$ cat config.mk
export PLATFORM = sky130hd
export DESIGN_NAME = axi_line_port_flat
export DESIGN_NICKNAME = d
export VERILOG_FILES = /design/src/rtl/axi_line_port_pkg.sv /design/src/rtl/axi_line_port_if.sv /design/src/rtl/axi_line_port.sv /design/src/flat_wrapper.sv
export SDC_FILE = /design/constraint.sdc
export NUM_CORES = 1
export LEC_CHECK = 0
export CORE_AREA = 2 2 277 279
export DETAILED_ROUTE_END_ITERATION = 6
export DIE_AREA = 0 0 279 281
export PLACE_DENSITY = 0.51
export SLEW_MARGIN = 40
export SYNTH_ARGS = -nofsm -noshare
export SYNTH_HDL_FRONTEND = slang
export SYNTH_SLANG_ARGS = --single-unit
$ cat constraint.sdc
create_clock -name ACLK -period 1.65 [get_ports ACLK]
set_input_delay 0.2475 -clock ACLK [delete_from_list [all_inputs] [get_ports ACLK]]
set_output_delay 0.2475 -clock ACLK [all_outputs]
set_load 0.03 [all_outputs]
$ cat src/rtl/axi_line_port_pkg.sv
// Shared types and constants for the cache-to-DDR line port.
package axi_line_port_pkg;

  localparam int unsigned ADDR_W = 27;
  localparam int unsigned LINE_W = 128;
  localparam int unsigned STRB_W = LINE_W / 8;

  localparam logic [2:0] AXI_SIZE_LINE  = 3'b100;
  localparam logic [1:0] AXI_BURST_INCR = 2'b01;
  localparam logic [1:0] AXI_RESP_OKAY  = 2'b00;
  localparam logic [3:0] AXI_CACHE_MOD  = 4'b0011;

  typedef enum logic [1:0] {
    OP_READ    = 2'b00,
    OP_WRITE   = 2'b01,
    OP_WB_FILL = 2'b10
  } line_op_e;

  typedef enum logic [2:0] {
    StIdle,
    StWr,
    StWrB,
    StRdA,
    StRdD,
    StDone
  } line_state_e;

endpackage

$ cat src/rtl/axi_line_port_if.sv
// Single-beat AXI4 bus between the line port (master) and the DDR controller (slave).
interface axi_line_port_if;
  import axi_line_port_pkg::*;

  logic              awid;
  logic [ADDR_W-1:0] awaddr;
  logic [7:0]        awlen;
  logic [2:0]        awsize;
  logic [1:0]        awburst;
  logic              awlock;
  logic [3:0]        awcache;
  logic [2:0]        awprot;
  logic [3:0]        awqos;
  logic              awuser;
  logic              awvalid;
  logic              awready;

  logic [LINE_W-1:0] wdata;
  logic [STRB_W-1:0] wstrb;
  logic              wlast;
  logic              wvalid;
  logic              wready;

  logic              bid;
  logic [1:0]        bresp;
  logic              bvalid;
  logic              bready;

  logic              arid;
  logic [ADDR_W-1:0] araddr;
  logic [7:0]        arlen;
  logic [2:0]        arsize;
  logic [1:0]        arburst;
  logic              arlock;
  logic [3:0]        arcache;
  logic [2:0]        arprot;
  logic [3:0]        arqos;
  logic              aruser;
  logic              arvalid;
  logic              arready;

  logic              rid;
  logic [LINE_W-1:0] rdata;
  logic [1:0]        rresp;
  logic              rlast;
  logic              rvalid;
  logic              rready;

  modport master (
    output awid, awaddr, awlen, awsize, awburst, awlock, awcache, awprot, awqos, awuser, awvalid,
    input  awready,
    output wdata, wstrb, wlast, wvalid,
    input  wready,
    input  bid, bresp, bvalid,
    output bready,
    output arid, araddr, arlen, arsize, arburst, arlock, arcache, arprot, arqos, aruser, arvalid,
    input  arready,
    input  rid, rdata, rresp, rlast, rvalid,
    output rready
  );

  modport slave (
    input  awid, awaddr, awlen, awsize, awburst, awlock, awcache, awprot, awqos, awuser, awvalid,
    output awready,
    input  wdata, wstrb, wlast, wvalid,
    output wready,
    output bid, bresp, bvalid,
    input  bready,
    input  arid, araddr, arlen, arsize, arburst, arlock, arcache, arprot, arqos, aruser, arvalid,
    output arready,
    output rid, rdata, rresp, rlast, rvalid,
    input  rready
  );

endinterface

$ cat src/rtl/axi_line_port.sv
// Turns one cache line request (fill, write-back, or write-back + fill) into single-beat
// AXI4 transactions; one request outstanding at a time.
module axi_line_port
  import axi_line_port_pkg::*;
#(
  parameter logic AXI_ID = 1'b0
) (
  input  logic              ACLK,
  input  logic              ARESET,
  input  logic              req_valid,
  output logic              req_ready,
  input  logic [1:0]        req_op,
  input  logic [ADDR_W-1:0] req_addr,
  input  logic [ADDR_W-1:0] req_wb_addr,
  input  logic [LINE_W-1:0] req_wdata,
  output logic              resp_valid,
  output logic [LINE_W-1:0] resp_rdata,
  output logic              resp_err,
  axi_line_port_if.master   m_axi
);

  line_state_e       state_q, state_d;
  logic [ADDR_W-1:4] addr_q, addr_d;
  logic [ADDR_W-1:4] wb_addr_q, wb_addr_d;
  logic [LINE_W-1:0] wdata_q, wdata_d;
  logic [LINE_W-1:0] rdata_q, rdata_d;
  logic              fill_q, fill_d;
  logic              aw_done_q, aw_done_d;
  logic              w_done_q, w_done_d;
  logic              err_q, err_d;

  always_comb begin
    state_d   = state_q;
    addr_d    = addr_q;
    wb_addr_d = wb_addr_q;
    wdata_d   = wdata_q;
    rdata_d   = rdata_q;
    fill_d    = fill_q;
    aw_done_d = aw_done_q;
    w_done_d  = w_done_q;
    err_d     = err_q;
    unique case (state_q)
      StIdle: begin
        if (req_valid) begin
          addr_d    = req_addr[ADDR_W-1:4];
          wb_addr_d = req_wb_addr[ADDR_W-1:4];
          wdata_d   = req_wdata;
          fill_d    = (req_op == OP_WB_FILL);
          aw_done_d = 1'b0;
          w_done_d  = 1'b0;
          err_d     = 1'b0;
          // Reserved opcode falls through to a plain read.
          state_d   = (req_op == OP_WRITE || req_op == OP_WB_FILL) ? StWr : StRdA;
        end
      end
      StWr: begin
        if (m_axi.awready) aw_done_d = 1'b1;
        if (m_axi.wready)  w_done_d  = 1'b1;
        if ((aw_done_q || m_axi.awready) && (w_done_q || m_axi.wready)) state_d = StWrB;
      end
      StWrB: begin
        if (m_axi.bvalid) begin
          if (m_axi.bresp != AXI_RESP_OKAY) err_d = 1'b1;
          state_d = fill_q ? StRdA : StDone;
        end
      end
      StRdA: begin
        if (m_axi.arready) state_d = StRdD;
      end
      StRdD: begin
        if (m_axi.rvalid) begin
          rdata_d = m_axi.rdata;
          if (m_axi.rresp != AXI_RESP_OKAY) err_d = 1'b1;
          state_d = StDone;
        end
      end
      StDone:  state_d = StIdle;
      default: state_d = StIdle;
    endcase
  end

  always_ff @(posedge ACLK) begin
    if (ARESET) begin
      state_q   <= StIdle;
      addr_q    <= '0;
      wb_addr_q <= '0;
      wdata_q   <= '0;
      rdata_q   <= '0;
      fill_q    <= 1'b0;
      aw_done_q <= 1'b0;
      w_done_q  <= 1'b0;
      err_q     <= 1'b0;
    end else begin
      state_q   <= state_d;
      addr_q    <= addr_d;
      wb_addr_q <= wb_addr_d;
      wdata_q   <= wdata_d;
      rdata_q   <= rdata_d;
      fill_q    <= fill_d;
      aw_done_q <= aw_done_d;
      w_done_q  <= w_done_d;
      err_q     <= err_d;
    end
  end

  // Every VALID/READY is decoded from registered state only.
  assign req_ready  = (state_q == StIdle);
  assign resp_valid = (state_q == StDone);
  assign resp_rdata = rdata_q;
  assign resp_err   = err_q;

  assign m_axi.awvalid = (state_q == StWr) && !aw_done_q;
  assign m_axi.wvalid  = (state_q == StWr) && !w_done_q;
  assign m_axi.bready  = (state_q == StWrB);
  assign m_axi.arvalid = (state_q == StRdA);
  assign m_axi.rready  = (state_q == StRdD);

  assign m_axi.awid    = AXI_ID;
  assign m_axi.awaddr  = {wb_addr_q, 4'h0};
  assign m_axi.awlen   = 8'd0;
  assign m_axi.awsize  = AXI_SIZE_LINE;
  assign m_axi.awburst = AXI_BURST_INCR;
  assign m_axi.awlock  = 1'b0;
  assign m_axi.awcache = AXI_CACHE_MOD;
  assign m_axi.awprot  = 3'b000;
  assign m_axi.awqos   = 4'h0;
  assign m_axi.awuser  = 1'b0;

  assign m_axi.wdata   = wdata_q;
  assign m_axi.wstrb   = '1;
  assign m_axi.wlast   = 1'b1;

  assign m_axi.arid    = AXI_ID;
  assign m_axi.araddr  = {addr_q, 4'h0};
  assign m_axi.arlen   = 8'd0;
  assign m_axi.arsize  = AXI_SIZE_LINE;
  assign m_axi.arburst = AXI_BURST_INCR;
  assign m_axi.arlock  = 1'b0;
  assign m_axi.arcache = AXI_CACHE_MOD;
  assign m_axi.arprot  = 3'b000;
  assign m_axi.arqos   = 4'h0;
  assign m_axi.aruser  = 1'b0;

  logic unused_inputs;
  assign unused_inputs = ^{m_axi.bid, m_axi.rid, m_axi.rlast, req_addr[3:0], req_wb_addr[3:0]};

endmodule

$ cat src/flat_wrapper.sv
// flat-port wrapper written by rule: the top's interface ports become plain ports
module axi_line_port_flat import axi_line_port_pkg::*;
#(
  parameter logic AXI_ID = 1'b0
)
  (ACLK, ARESET, req_valid, req_ready, req_op, req_addr, req_wb_addr, req_wdata, resp_valid, resp_rdata, resp_err, m_axi_awid, m_axi_awaddr, m_axi_awlen, m_axi_awsize, m_axi_awburst, m_axi_awlock, m_axi_awcache, m_axi_awprot, m_axi_awqos, m_axi_awuser, m_axi_awvalid, m_axi_awready, m_axi_wdata, m_axi_wstrb, m_axi_wlast, m_axi_wvalid, m_axi_wready, m_axi_bid, m_axi_bresp, m_axi_bvalid, m_axi_bready, m_axi_arid, m_axi_araddr, m_axi_arlen, m_axi_arsize, m_axi_arburst, m_axi_arlock, m_axi_arcache, m_axi_arprot, m_axi_arqos, m_axi_aruser, m_axi_arvalid, m_axi_arready, m_axi_rid, m_axi_rdata, m_axi_rresp, m_axi_rlast, m_axi_rvalid, m_axi_rready);
  axi_line_port_if m_axi_i ();
  input  logic ACLK;
  input  logic ARESET;
  input  logic req_valid;
  output logic req_ready;
  input  logic [1:0] req_op;
  input  logic [ADDR_W-1:0] req_addr;
  input  logic [ADDR_W-1:0] req_wb_addr;
  input  logic [LINE_W-1:0] req_wdata;
  output logic resp_valid;
  output logic [LINE_W-1:0] resp_rdata;
  output logic resp_err;
  output wire logic [$bits(m_axi_i.awid)-1:0] m_axi_awid;
  output wire logic [$bits(m_axi_i.awaddr)-1:0] m_axi_awaddr;
  output wire logic [$bits(m_axi_i.awlen)-1:0] m_axi_awlen;
  output wire logic [$bits(m_axi_i.awsize)-1:0] m_axi_awsize;
  output wire logic [$bits(m_axi_i.awburst)-1:0] m_axi_awburst;
  output wire logic [$bits(m_axi_i.awlock)-1:0] m_axi_awlock;
  output wire logic [$bits(m_axi_i.awcache)-1:0] m_axi_awcache;
  output wire logic [$bits(m_axi_i.awprot)-1:0] m_axi_awprot;
  output wire logic [$bits(m_axi_i.awqos)-1:0] m_axi_awqos;
  output wire logic [$bits(m_axi_i.awuser)-1:0] m_axi_awuser;
  output wire logic [$bits(m_axi_i.awvalid)-1:0] m_axi_awvalid;
  input wire logic [$bits(m_axi_i.awready)-1:0] m_axi_awready;
  output wire logic [$bits(m_axi_i.wdata)-1:0] m_axi_wdata;
  output wire logic [$bits(m_axi_i.wstrb)-1:0] m_axi_wstrb;
  output wire logic [$bits(m_axi_i.wlast)-1:0] m_axi_wlast;
  output wire logic [$bits(m_axi_i.wvalid)-1:0] m_axi_wvalid;
  input wire logic [$bits(m_axi_i.wready)-1:0] m_axi_wready;
  input wire logic [$bits(m_axi_i.bid)-1:0] m_axi_bid;
  input wire logic [$bits(m_axi_i.bresp)-1:0] m_axi_bresp;
  input wire logic [$bits(m_axi_i.bvalid)-1:0] m_axi_bvalid;
  output wire logic [$bits(m_axi_i.bready)-1:0] m_axi_bready;
  output wire logic [$bits(m_axi_i.arid)-1:0] m_axi_arid;
  output wire logic [$bits(m_axi_i.araddr)-1:0] m_axi_araddr;
  output wire logic [$bits(m_axi_i.arlen)-1:0] m_axi_arlen;
  output wire logic [$bits(m_axi_i.arsize)-1:0] m_axi_arsize;
  output wire logic [$bits(m_axi_i.arburst)-1:0] m_axi_arburst;
  output wire logic [$bits(m_axi_i.arlock)-1:0] m_axi_arlock;
  output wire logic [$bits(m_axi_i.arcache)-1:0] m_axi_arcache;
  output wire logic [$bits(m_axi_i.arprot)-1:0] m_axi_arprot;
  output wire logic [$bits(m_axi_i.arqos)-1:0] m_axi_arqos;
  output wire logic [$bits(m_axi_i.aruser)-1:0] m_axi_aruser;
  output wire logic [$bits(m_axi_i.arvalid)-1:0] m_axi_arvalid;
  input wire logic [$bits(m_axi_i.arready)-1:0] m_axi_arready;
  input wire logic [$bits(m_axi_i.rid)-1:0] m_axi_rid;
  input wire logic [$bits(m_axi_i.rdata)-1:0] m_axi_rdata;
  input wire logic [$bits(m_axi_i.rresp)-1:0] m_axi_rresp;
  input wire logic [$bits(m_axi_i.rlast)-1:0] m_axi_rlast;
  input wire logic [$bits(m_axi_i.rvalid)-1:0] m_axi_rvalid;
  output wire logic [$bits(m_axi_i.rready)-1:0] m_axi_rready;
  assign m_axi_awid = m_axi_i.awid;
  assign m_axi_awaddr = m_axi_i.awaddr;
  assign m_axi_awlen = m_axi_i.awlen;
  assign m_axi_awsize = m_axi_i.awsize;
  assign m_axi_awburst = m_axi_i.awburst;
  assign m_axi_awlock = m_axi_i.awlock;
  assign m_axi_awcache = m_axi_i.awcache;
  assign m_axi_awprot = m_axi_i.awprot;
  assign m_axi_awqos = m_axi_i.awqos;
  assign m_axi_awuser = m_axi_i.awuser;
  assign m_axi_awvalid = m_axi_i.awvalid;
  assign m_axi_i.awready = m_axi_awready;
  assign m_axi_wdata = m_axi_i.wdata;
  assign m_axi_wstrb = m_axi_i.wstrb;
  assign m_axi_wlast = m_axi_i.wlast;
  assign m_axi_wvalid = m_axi_i.wvalid;
  assign m_axi_i.wready = m_axi_wready;
  assign m_axi_i.bid = m_axi_bid;
  assign m_axi_i.bresp = m_axi_bresp;
  assign m_axi_i.bvalid = m_axi_bvalid;
  assign m_axi_bready = m_axi_i.bready;
  assign m_axi_arid = m_axi_i.arid;
  assign m_axi_araddr = m_axi_i.araddr;
  assign m_axi_arlen = m_axi_i.arlen;
  assign m_axi_arsize = m_axi_i.arsize;
  assign m_axi_arburst = m_axi_i.arburst;
  assign m_axi_arlock = m_axi_i.arlock;
  assign m_axi_arcache = m_axi_i.arcache;
  assign m_axi_arprot = m_axi_i.arprot;
  assign m_axi_arqos = m_axi_i.arqos;
  assign m_axi_aruser = m_axi_i.aruser;
  assign m_axi_arvalid = m_axi_i.arvalid;
  assign m_axi_i.arready = m_axi_arready;
  assign m_axi_i.rid = m_axi_rid;
  assign m_axi_i.rdata = m_axi_rdata;
  assign m_axi_i.rresp = m_axi_rresp;
  assign m_axi_i.rlast = m_axi_rlast;
  assign m_axi_i.rvalid = m_axi_rvalid;
  assign m_axi_rready = m_axi_i.rready;
  axi_line_port #(.AXI_ID(AXI_ID)) u_core (.ACLK(ACLK), .ARESET(ARESET), .req_valid(req_valid), .req_ready(req_ready), .req_op(req_op), .req_addr(req_addr), .req_wb_addr(req_wb_addr), .req_wdata(req_wdata), .resp_valid(resp_valid), .resp_rdata(resp_rdata), .resp_err(resp_err), .m_axi(m_axi_i));
endmodule
=== Word-level counts from Yosys, hierarchy flattened ===
Index checks and enable logic that the tools add are counted.

* Bits in registers: 309
* Output and inout bits: 389
* Word-level logic and storage cells: 62

* Equality and inequality tests: 16
* Mux-type cells: 18
* Reductions and logical operators: 19

{| class="wikitable"
|+ Operator list
! cell !! count
|-
| $mux 3 || 6
|-
| $pmux 3 s5 || 1
|-
| $ne 2x2->1 const B || 5
|-
| $ne 2x1->1 const B || 4
|-
| $mux 1 || 7
|-
| $eq 3x2->1 const B || 2
|-
| $eq 3x3->1 const B || 2
|-
| $reduce_and 3->1 || 2
|-
| $reduce_and 6->1 || 1
|-
| $reduce_bool 2->1 || 3
|-
| $reduce_and 5->1 || 1
|-
| $pmux 1 s2 || 2
|-
| $reduce_and 2->1 || 2
|-
| $eq 3x1->1 const B || 1
|-
| $logic_and 1x1->1 || 3
|-
| $logic_not 3->1 || 1
|-
| $logic_or 1x1->1 || 3
|-
| $pmux 1 s3 || 1
|-
| $reduce_bool 3->1 || 1
|-
| $eq 2x1->1 const B || 1
|-
| $eq 2x2->1 const B || 1
|-
| $logic_not 1->1 || 2
|-
| $mux 2 || 1
|}

=== Longest topological paths before layout ===
* Depth after elaboration: 5
* Mapped depth: 7

=== Least setup slack after synthesis ===
No wires, ideal clock.

* Kind: reg2reg
* From: reg u_core.state_q[2]
* To: reg u_core.wdata_q[100] (netlist: u_core.m_axi.wdata[100])
* Library setup time: 0.070 ns
* Data arrival time: 1.599 ns
* Setup slack: -0.020 ns
* Cell stages (with the launch flop): 8
* Period minus slack after synthesis: 1.670 ns
* Path through: dfxtp_1 -> nor3_2 -> and2_1 -> buf_2 -> buf_6 -> buf_2 -> nand2_1 -> a21oi_1

* Word-level cells in the longest chain between the ends: 2

{| class="wikitable"
|+ Ends and longest elaborated chain
! what !! line !! source
|-
| start, declared || axi_line_port.sv:22 || <nowiki>line_state_e state_q, state_d;</nowiki>
|-
| start signal, assigned || axi_line_port.sv:84 || <nowiki>state_q <= StIdle;</nowiki>
|-
| start signal, assigned || axi_line_port.sv:94 || <nowiki>state_q <= state_d;</nowiki>
|-
| $logic_not 3->1 || - ||
|-
| net req_ready || flat_wrapper.sv:11 || <nowiki>output logic req_ready;</nowiki>
|-
| $reduce_and 2->1 (no line) || - ||
|-
| end signal, assigned || axi_line_port.sv:97 || <nowiki>wdata_q <= wdata_d;</nowiki>
|-
| end, declared || axi_line_port.sv:25 || <nowiki>logic [LINE_W-1:0] wdata_q, wdata_d;</nowiki>
|}

The timed path passes the listed nets, and every way through them passes these cells.
A chain may end at the register's enable or synchronous reset.

=== Worst setup path in the final report ===
* From: reg u_core.state_q[2]
* To: out m_axi_awvalid

* Word-level cells in the longest chain between the ends: 2

{| class="wikitable"
|+ Ends and longest elaborated chain
! what !! line !! source
|-
| $eq 3x1->1 || axi_line_port.sv:112 || <nowiki>assign m_axi.awvalid = (state_q == StWr) && !aw_done_q;</nowiki>
|-
| $logic_and 1x1->1 || axi_line_port.sv:112 ||
|-
| end, declared || flat_wrapper.sv:29 || <nowiki>output wire logic [$bits(m_axi_i.awvalid)-1:0] m_axi_awvalid;</nowiki>
|}

Every way passes these cells.

==> results.txt <==
----------------------------------------------------
[Place]
  Inst Count DP ... 3025
  Routability congestion estimate ... 0.748
  IO buf count ... 625
  Hpwl dp ... 35.0 mm

[Power]
  Clock network fraction of total power ... 23.6%
  PwrDens ... 1520 nW/um^2
  Switching component of the power ... 13.9 mW
  Part of the total power dissipated in combinational logic ... 49.7%
  Portion of total power attributed to sequential cells ... 26.7%
  Leak pwr ... 10.3 nW
  Internal power of the cells ... 21.8 mW
  Switching power as a share of total power ... 39.0%
  Peak ir drop on the vdd network ... 1.11 mV

[Detailed routing]
  Routed length per placed instance ... 17.4 um
  DR iter-0 viols ... 316
  Avg Vias per Cell ... 3.85
  Remaining design rule violation count ... 0
  Length of the first detailed-routing pass in iterations ... 4
  Total wire length after detailed routing ... 55.3 mm
  Highest metal layer used by the detailed router ... met5
  Remaining antenna violation count after routing ... 0
  Total via count after detailed routing ... 12200
  Detail Route met2 WL ... 28.3 mm
  Metal-1 WL ... 20.7 mm
  Met3 wire length ... 4.84 mm

[STA]
  Hold Worst Slack ... 0.110 ns
  Setup repair after global routing missed its margin ... yes
  Final count of negative-setup-slack endpoints ... 313
  Hold violation count in the final report ... 0
  Upper clock frequency limit ... 505 MHz
  Min Tclk post-route ... 1.98 ns
  Post-route fraction of the period consumed by the critical path ... 120%
  Setup total negative slack ... -29.82 ns
  Slew Limit Fails ... 0
  Largest clock skew in the final design ... 0.0132 ns
  Final Worst Setup Slack ... -0.331 ns

[Floorplanning]
  Chip Height ... 281 um
  Starting Density ... 15.2%
  Area enclosed by the die boundary ... 78400 sq um
  Width of the die ... 279 um
  Number of placed I/O pins ... 716
  Core outline area ... 75400 sq um
  Row Count ... 101

[Critical path]
  Critical-path maximum fanout ... 2
  Library cell contributing the largest single delay on the critical path ... or3b_4
  Most Frequent Cell on Critical Path ... buf_6
  Crit Path Category ... flop to output pin
  CP peak stage delay ... 0.41 ns
  Critical Path, Cell by Cell ... buf_6 -> or3b_4 -> nor2_4 -> buf_6 -> buf_12
  CP Data Required Time ... 1.40 ns
  Kind of end point of the critical path ... output pin
  Startpoint type of the worst setup path ... flop
  Arrival time reported for the critical path endpoint ... 1.73 ns

[Outcome]
  Failing checks ... setup timing
  Run status ... finished with violations

[Global route]
  Largest net degree at the start of global routing ... 52
  Number of global-route vias before repair ... 11200
  Wire length of the first global-routing pass ... 68.8 mm
  Number of antenna violations at the first check in global routing ... 6
  Total routing usage reported by global routing ... 11.4%
  Overflow left after global routing ... 0

[Synthesis]
  Sequential share of the synthesized area ... 54.1%
  Adder-cell area share of the yosys netlist ... 0.109%
  Most used flip-flop cell after synthesis ... dfxtp_1
  Combinational family with the most area after synthesis ... simple AND/OR/NAND/NOR gates
  Post-synthesis async set-or-reset flop share ... 0%
  Count of state elements after synthesis ... 309
  Portion of netlist area occupied by mux cells ... 0.175%
  Cell variety after synth ... 30
  Area share of and/or/nand/nor cells after synthesis ... 21.3%
  Synthesized area per cell ... 7.90 sq um
  Netlist area before placement ... 11400 sq um
  Compound-gate portion of the synthesized area ... 13.9%
  Post-synthesis cell count ... 1448
  Xor-xnor portion of the synthesized cell area ... 0%
  Count of synthesis-stage warnings from yosys ... 0
  Number of enable-type register cells in the synthesized netlist ... 0

[Clock network]
  Root cell of the clock tree ... clkbuf_16
  TritonCTS clock tree ... built
  Clock-pin slew reported for the worst setup and hold paths after clock tree synthesis ... 0.06 ns
  Worst skew pair latency ... 0.56 ns
  H-Tree Level Count ... 2
  TritonCTS sink count ... 309
  Total of hold buffers inserted after clock tree synthesis ... 0
  Buffers from clock root to sink, at most ... 3
  Number of CTS-inserted buffers ... 38

[Cells and area]
  Final standard cell count with taps included and fillers excluded ... 3179
  Most common cell after layout, fill and taps aside ... nand2_1
  Footprint of the multi-input gates ... 6210 sq um
  # nets final ... 2498
  Fraction of layout cells with a size suffix above 1 ... 27.5%
  Storage cell area ... 6200 sq um
  Final core occ ... 31.1%
  Growth of design area from synthesis to finish ... 105%
  Most used cells in the layout excluding fill and tap cells ... nand2_1, clkdlybuf4s50_1, dfxtp_1, dlygate4sd2_1, a21oi_2
  Filler cells ... 8014

[Hold path]
  Path class of the lowest-slack min-delay path ... primary input to flop

[Run]
  MaxCap Viol Count ... 0

----------------------------------------------------
[state kept, by name, summed over array words and instances (netlist names)]
name / cells
u_core.state_q: 3
u_core.aw_done_q: 1
u_core.w_done_q: 1
u_core.wb_addr_q: 23
u_core.fill_q: 1
u_core.addr_q: 23
u_core.resp_err: 1
u_core.resp_rdata: 128
u_core.m_axi.wdata: 128
[final cells by class]
class                   instances  area share [%]
well taps                     978            5.21
clock inverters                12           0.591
flip-flops and latches        309            26.4
diodes                          2          0.0213
inverters                       4          0.0639
repair buffers                786            36.6
clock buffers                  57            4.70
multi-input cells            1031            26.4
[repair_timing]
item / in CTS / in global routing
buffers inserted: 10 / 27
cloned: 3 / 47
gates resized for setup: 361 / 558
endpoints found under the setup margin: 325 / 305
pin swaps: 6 / 259
[critical path: cells and delay by family, from the launching register on]
kind                   cells  cell delay [ns]
buffers and inverters      3             0.33
flip-flops                 1             0.35
AND/OR/NAND/NOR            2             0.50
[cells in the mapped netlist (2+ instances only)]
master | number | share of area, %
nand2_1 | 609 | 20
dfxtp_1 | 309 | 54
a21oi_1 | 308 | 13
buf_4 | 93 | 6.1
clkbuf_1 | 59 | 1.9
buf_2 | 17 | 0.74
buf_6 | 13 | 1.3
nor2_1 | 7 | 0.23
inv_1 | 4 | 0.13
nor3_1 | 4 | 0.18
a22oi_1 | 2 | 0.13
and2_1 | 2 | 0.11
and3b_1 | 2 | 0.15
conb_1 | 2 | 0.066
mux2i_1 | 2 | 0.18
[stage by stage]
| stage | total power, mW | instance area, sq um | setup WS [ns] |
|---|---|---|---|
| after global placement | 22.2 | 19000 | -0.0359 |
| final | 35.8 | 23500 | -0.331 |
| after global routing | 37.6 | 23500 | -0.396 |
| after CTS | 30.7 | 20100 | -0.402 |
| after detailed placement | 22.2 | 19000 | -0.0623 |
| after floorplan | 16.1 | 11700 | -0.00668 |
[routing by layer]
layer,up-vias,global-route usage (%)
met3,80,4.39
met5,-,0
met2,494,19.9
met4,8,3.21
li1,5960,-
met1,5697,12.9
[power by group through the flow]
stage	clock, mW	combinational, mW	sequential (mW)
2_1_floorplan	0	4.24	11.9
3_3_place_gp	0	12.6	9.59
3_5_place_dp	0	12.6	9.63
4_1_cts	8.73	12.5	9.43
5_1_grt	9.02	18.9	9.72
6_report	8.43	17.8	9.55
[cells by family (layout without fill, tap and decap cells)]
group | count (synthesis) | after routing
AO/OA/AOI/OAI | 315 | 315
multiplexers | 2 | 2
flip-flops | 309 | 309
other | 2 | 81
AND/OR/NAND/NOR | 632 | 634
adder cells (fa/ha/maj) | 1 | 1
buffers and inverters | 187 | 859
[worst paths after layout]
| path | slack, ns | depth (start not counted) | end | start |
|---|---|---|---|---|
| worst min-delay path | 0.11 | 2 | u_core.m_axi.wdata[76] | ARESET |
| worst max register to register | -0.21 | 8 | u_core.m_axi.wdata[28] | u_core.state_q[1] |
| worst min register to register | 0.45 | 2 | u_core.resp_rdata[105] | u_core.resp_rdata[105] |
| worst max-delay path | -0.33 | 5 | m_axi_awvalid | u_core.state_q[2] |
(Power assumes the default switching activity.)
